--- src/rtl/mem_bus_arbiter.sv ---
// ---------------------------------------------------------------------------
// mem_bus_arbiter
//
// Shares the single external memory bus between the instruction-fetch (IF)
// master and the data-memory (MEM) master of the five-stage pipeline. Only
// one transfer is ever outstanding. MEM wins a simultaneous request because
// it belongs to the older instruction. Returned read data is held in a
// per-master register until the owning pipeline stage advances.
//
// Ports
//   clk          : single clock, rising edge
//   rst_n        : asynchronous reset, ACTIVE HIGH despite the name
//   stall[5:0]   : pipeline stall vector, [1] = IF stage, [4] = MEM stage
//   flush        : pipeline flush, discards the transfer in flight
//   if_req       : IF read request, held with if_addr until stallreq_if = 0
//   if_addr      : fetch address
//   if_rdata     : registered fetch data
//   stallreq_if  : IF stall request (combinational)
//   mem_req      : MEM access request, held with qualifiers until granted
//   mem_we       : 1 = write
//   mem_sel      : byte enables
//   mem_addr     : data address
//   mem_wdata    : write data
//   mem_rdata    : registered load data
//   stallreq_mem : MEM stall request (combinational)
//   bus_stb/we/sel/addr/wdata : registered bus cycle outputs
//   bus_rdata    : slave read data, valid with bus_ack
//   bus_ack      : slave completion, one cycle per transfer
// ---------------------------------------------------------------------------
module mem_bus_arbiter (
  input  logic        clk,
  input  logic        rst_n,
  input  logic [5:0]  stall,
  input  logic        flush,
  input  logic        if_req,
  input  logic [31:0] if_addr,
  output logic [31:0] if_rdata,
  output logic        stallreq_if,
  input  logic        mem_req,
  input  logic        mem_we,
  input  logic [3:0]  mem_sel,
  input  logic [31:0] mem_addr,
  input  logic [31:0] mem_wdata,
  output logic [31:0] mem_rdata,
  output logic        stallreq_mem,
  output logic        bus_stb,
  output logic        bus_we,
  output logic [3:0]  bus_sel,
  output logic [31:0] bus_addr,
  output logic [31:0] bus_wdata,
  input  logic [31:0] bus_rdata,
  input  logic        bus_ack
);

  typedef enum logic [2:0] {
    IDLE    = 3'd0,
    BUS_MEM = 3'd1,
    BUS_IF  = 3'd2,
    RET_MEM = 3'd3,
    RET_IF  = 3'd4
  } state_t;

  state_t r_state;
  state_t w_next_state;
  logic   r_discard;
  logic   w_discard;
  logic   w_in_bus;
  logic   w_unused_stall;

  // Only the IF and MEM stage stall bits matter to this block.
  assign w_unused_stall = ^{stall[5], stall[3:2], stall[0]};

  // A flush in the ack cycle itself must also kill the transfer, so the
  // live flush is folded in alongside the sticky flag.
  assign w_discard = r_discard | flush;
  assign w_in_bus  = (r_state == BUS_MEM) || (r_state == BUS_IF);

  // State register and the sticky discard flag. The flag remembers a flush
  // seen in any cycle of the bus phase and is cleared whenever the bus phase
  // ends, so it never leaks into the next transfer.
  always_ff @(posedge clk or posedge rst_n) begin
    if (rst_n) begin
      r_state   <= IDLE;
      r_discard <= 1'b0;
    end else begin
      r_state <= w_next_state;
      if (w_in_bus && !bus_ack) begin
        r_discard <= w_discard;
      end else begin
        r_discard <= 1'b0;
      end
    end
  end

  // Next-state and stall-request decode. Outside its own bus/return phases a
  // master is stalled exactly while it is requesting, which also keeps the
  // losing master stalled while the other one owns the bus.
  always_comb begin
    w_next_state = r_state;
    stallreq_if  = if_req;
    stallreq_mem = mem_req;
    case (r_state)
      IDLE: begin
        if (!flush) begin
          if (mem_req) begin
            w_next_state = BUS_MEM;
          end else if (if_req) begin
            w_next_state = BUS_IF;
          end
        end
      end
      BUS_MEM: begin
        stallreq_mem = 1'b1;
        if (bus_ack) begin
          w_next_state = w_discard ? IDLE : RET_MEM;
        end
      end
      BUS_IF: begin
        stallreq_if = 1'b1;
        if (bus_ack) begin
          w_next_state = w_discard ? IDLE : RET_IF;
        end
      end
      RET_MEM: begin
        stallreq_mem = 1'b0;
        if (!stall[4] || flush) begin
          w_next_state = IDLE;
        end
      end
      RET_IF: begin
        stallreq_if = 1'b0;
        if (!stall[1] || flush) begin
          w_next_state = IDLE;
        end
      end
      default: begin
        w_next_state = IDLE;
      end
    endcase
  end

  // Bus control and read-data registers. The bus registers are loaded only
  // on the grant out of IDLE and touched again only on the ack, so they stay
  // frozen for the whole wait period. Address, select and write data are
  // left as they were after the ack; only strobe and write enable drop.
  always_ff @(posedge clk or posedge rst_n) begin
    if (rst_n) begin
      bus_stb   <= 1'b0;
      bus_we    <= 1'b0;
      bus_sel   <= 4'h0;
      bus_addr  <= 32'h0;
      bus_wdata <= 32'h0;
      if_rdata  <= 32'h0;
      mem_rdata <= 32'h0;
    end else begin
      case (r_state)
        IDLE: begin
          if (w_next_state == BUS_MEM) begin
            bus_stb   <= 1'b1;
            bus_we    <= mem_we;
            bus_sel   <= mem_sel;
            bus_addr  <= mem_addr;
            bus_wdata <= mem_wdata;
          end else if (w_next_state == BUS_IF) begin
            bus_stb   <= 1'b1;
            bus_we    <= 1'b0;
            bus_sel   <= 4'hF;
            bus_addr  <= if_addr;
            bus_wdata <= 32'h0;
          end
        end
        BUS_MEM, BUS_IF: begin
          if (bus_ack) begin
            bus_stb <= 1'b0;
            bus_we  <= 1'b0;
            // Writes and discarded transfers leave the return data alone.
            if (!w_discard && !bus_we) begin
              if (r_state == BUS_MEM) begin
                mem_rdata <= bus_rdata;
              end else begin
                if_rdata <= bus_rdata;
              end
            end
          end
        end
        default: begin
        end
      endcase
    end
  end

endmodule

--- config.mk ---
export PLATFORM = sky130hd
export DESIGN_NAME = mem_bus_arbiter
export DESIGN_NICKNAME = d
export VERILOG_FILES = /design/src/rtl/mem_bus_arbiter.sv
export SDC_FILE = /design/constraint.sdc
export NUM_CORES = 1
export LEC_CHECK = 0
export ABC_CLOCK_PERIOD_IN_PS = 10700
export BUFFER_PORTS_ARGS = -buffer_cell sky130_fd_sc_hd__buf_2
export CAP_MARGIN = 20
export CELL_PAD_IN_SITES_DETAIL_PLACEMENT = 0
export CELL_PAD_IN_SITES_GLOBAL_PLACEMENT = 2
export CORE_AREA = 5 5 132 159
export CTS_CLUSTER_SIZE = 24
export DETAILED_ROUTE_END_ITERATION = 8
export DIE_AREA = 0 0 137 164
export PLACE_DENSITY_LB_ADDON = 0.1
export SKIP_LAST_GASP = 1
export SYNTH_ARGS = -nofsm -noshare
export SYNTH_HDL_FRONTEND = slang
export SYNTH_SLANG_ARGS = --single-unit
--- constraint.sdc ---
create_clock -name clk -period 10.7 [get_ports clk]
set_input_delay 0.535 -clock clk [delete_from_list [all_inputs] [get_ports clk]]
set_output_delay 0.535 -clock clk [all_outputs]
set_load 0.005 [all_outputs]
==> impl_metrics.yaml <==
logic_synthesis:
  syn_area_per_cell_um2: 12.73
  synth_top_area_share_pct: 60.94
  synth.top_cells.by_area: "dfrtp_1, mux2_4, mux2_2"
  yosysWarnings: 0
  syn_nets: 590
  synthCells: 445
  yosys.cell_types.count: 35
  synth_edf_count: 0
  yosysMostFrequentCell: "dfrtp_1"
  synthFlopType: "dfrtp_1"
  async_reset_ff_share_pct: 100.0
  ys_seq_area_share_pct: 60.94
  synth_commonest_cells: "dfrtp_1, nor2_1, o21ai_0, mux2_2, nand3_1"
  yosysTopAreaCell: "dfrtp_1"
  ys_seq_elements: 138
  syn_area_mm2: 0.005667
floorplanning:
  start_util_pct: 29.41
  coreArea_mm2: 0.01927
  die_h_um: 164
  die_area_mm2: 0.02247
  fp.dieW_um: 137
  ios: 281
  rows: 56
power_and_ir_drop:
  p_per_area_mw_per_mm2: 290.5
  p_sw_share_pct: 32.06
  irDropWorstVdd_mv: 0.1128
  comb_power_share_pct: 35.5
  p_seq_share_pct: 38.0
  power_switching_mw: 0.7445
  internal-power_mw: 1.578
  p_leak_nw: 4.039
  clockPowerShare_pct: 26.5
  power_mw: 2.322
routing:
  via_count: 4608
  drtAntennaViolNets: 0
  drc: 0
  drt-pass1-iter-count: 4
  wire_per_inst_um: 17.90
  routed_via_density: 4.659
  dr.first_iter.drc_count: 189
  drt_wl_total_um: 17700
setup_path:
  crit_fanout: 50
  crit_end: "bus_addr[22]"
  worstPathArrival_ns: 2.88
  worstSetupPathType: "reg -> reg"
  startpoint: "r_state[2]"
  cp.required_ns: 11.03
  critPathTopFamily: "simple AND/OR/NAND/NOR gates"
  worstSetupPathDepth: 5
  start_kind: "flip-flop"
  reg2reg_from: "r_state[2]"
  slowest_delay_ns: 0.72
  r2r_slack_ns: 8.16
  critPathSlowestCell: "nor4_2"
  critPathBufInv: 1
  critPathCaptureType: "flip-flop"
  cp_cell_sequence: "nor4_2, o21a_2, buf_4, nor2_1, a31oi_1"
  r2r-end: "bus_addr[22]"
  rr_worst_depth: 5
cells_and_area:
  drive_gt1_share_pct: 53.98
  antennaDiodeCount: 0
  regArea_mm2: 0.003453
  multi_input_area_mm2: 0.002067
  fin_nets: 860
  syn_to_final_growth_pct: 41.09
  fill_cells: 1891
timing:
  slew_headroom_pct: 49.06
  finalMaxSlewViolations: 0
  hold_violations: 0
  final.min_clock_period_ns: 2.544
  setup-tns-final_ns: 0
  worst_slew_pin_slew_ns: 0.7578
  clock.fmax_mhz: 393.1
  rsz0062_at_grt: "false"
  finalClockSkew_ns: 0.01348
  setup_violations: 0
  finalCritPeriodShare_pct: 23.77
clock_network:
  cts_tree: "yes"
  clk_pin_slew_worst_paths_ns: 0.06
  post-cts-setup-buffers: 0
  clock-sinks: 138
  cts_buffers: 17
  cts_resized: 0
  clock_latency_ns: 0.41
  htreeDepth: 4
  holdBufCountCts: 0
  clk_path_buf_depth: 2
  cts-root-buf: "clkbuf_16"
status:
  outcome: "completed"
placed_design:
  gp_congestion: 0.7440
  port_buffers: 276
  dp_hpwl_um: 12540
global_route:
  grt_max_degree: 75
  grt_pass1_vias: 4824
  grtUsageTotal_pct: 15.56
  grt_pass1_wl_um: 27190
  antenna_found_initial: 0
  gr-total-overflow: 0
hold_path:
  hp-class: "in -> async"
job:
  cap_violations: 0
## power groups by stage
stage / registers [mW] / logic, mW / clock network, mW
after floorplan: 0.907 / 0.419 / 0
after global placement: 0.884 / 0.826 / 0
after detailed placement: 0.894 / 0.835 / 0
after CTS: 0.885 / 0.840 / 0.633
after global routing: 0.916 / 0.913 / 0.657
final: 0.883 / 0.824 / 0.615
## flip-flops by register name, indices dropped and copies added, names as in the netlist
signal	count
r_discard	1
if_rdata	32
bus_sel	4
bus_wdata	32
bus_we	1
mem_rdata	32
bus_addr	32
r_state	3
bus_stb	1
## layout by cell type, fill, tap and decap left out, drive strengths merged, types with 2 or more instances in the layout
cell type	synthesis	final
a21o	2	2
a21oi	2	2
a22o	32	32
a31oi	32	32
buf	8	287
bufinv	0	3
clkbuf	28	20
clkinv	0	5
clkinvlp	0	2
dfrtp	138	138
inv	2	4
mux2	64	64
nand2	4	4
nand3	33	33
nor2	39	39
nor2b	2	2
nor4	2	2
o21a	2	2
o21ai	37	37
o22a	4	4
or3b	3	3
## logic make-up (layout without fill, tap and decap cells)
family | count (synthesis) | count (layout) | share of synthesized area [%]
DFF | 138 | 138 | 60.94
muxes | 64 | 64 | 14.71
AOI/OAI and AO/OA | 115 | 115 | 13.71
xor gates and xnor gates | 1 | 1 | 0.1546
buffers and inverters | 38 | 321 | 2.981
and+or+nand+nor | 89 | 89 | 7.507
## worst min path at each step
stage,slack [ns],endpoint,cells after the start
detailed placement,0.46,bus_stb,1
finish,0.20,if_rdata[18],2
global placement,0.46,bus_stb,1
CTS,0.22,mem_rdata[5],2
global route,0.24,mem_rdata[5],2
floorplan,0.47,bus_stb,1
## cell type report
cell class / count / area share, %
sequential: 138 / 43.19
multi-input combinational: 269 / 25.85
timing repair buffer: 287 / 18.97
clock buffer: 20 / 5.712
tap: 261 / 4.085
clock inverter: 12 / 2.034
inverter: 2 / 0.1565
## per-stage QoR
step	std cells	cell area, µm²	hold slack, ns	utilization (%)	worst slack (ns)
after floorplan	445	5667	0.4740	-	6.469
after global placement	954	7301	0.4638	37.89	7.770
after detailed placement	954	7301	0.4635	37.89	7.750
after CTS	986	7920	0.2187	41.10	7.931
after global routing	989	7995	0.2381	41.49	7.837
final	989	7995	0.2006	41.49	8.156
## routing by layer
metal	vias up	part of all wire (%)	track usage (%)
li1	2170	-	-
met1	2243	43	19.91
met2	181	47	24.59
met3	14	8.7	6.005
met4	0	1.4	4.310
met5	-	0	0
No activity file was read; power rests on OpenSTA's default activity.
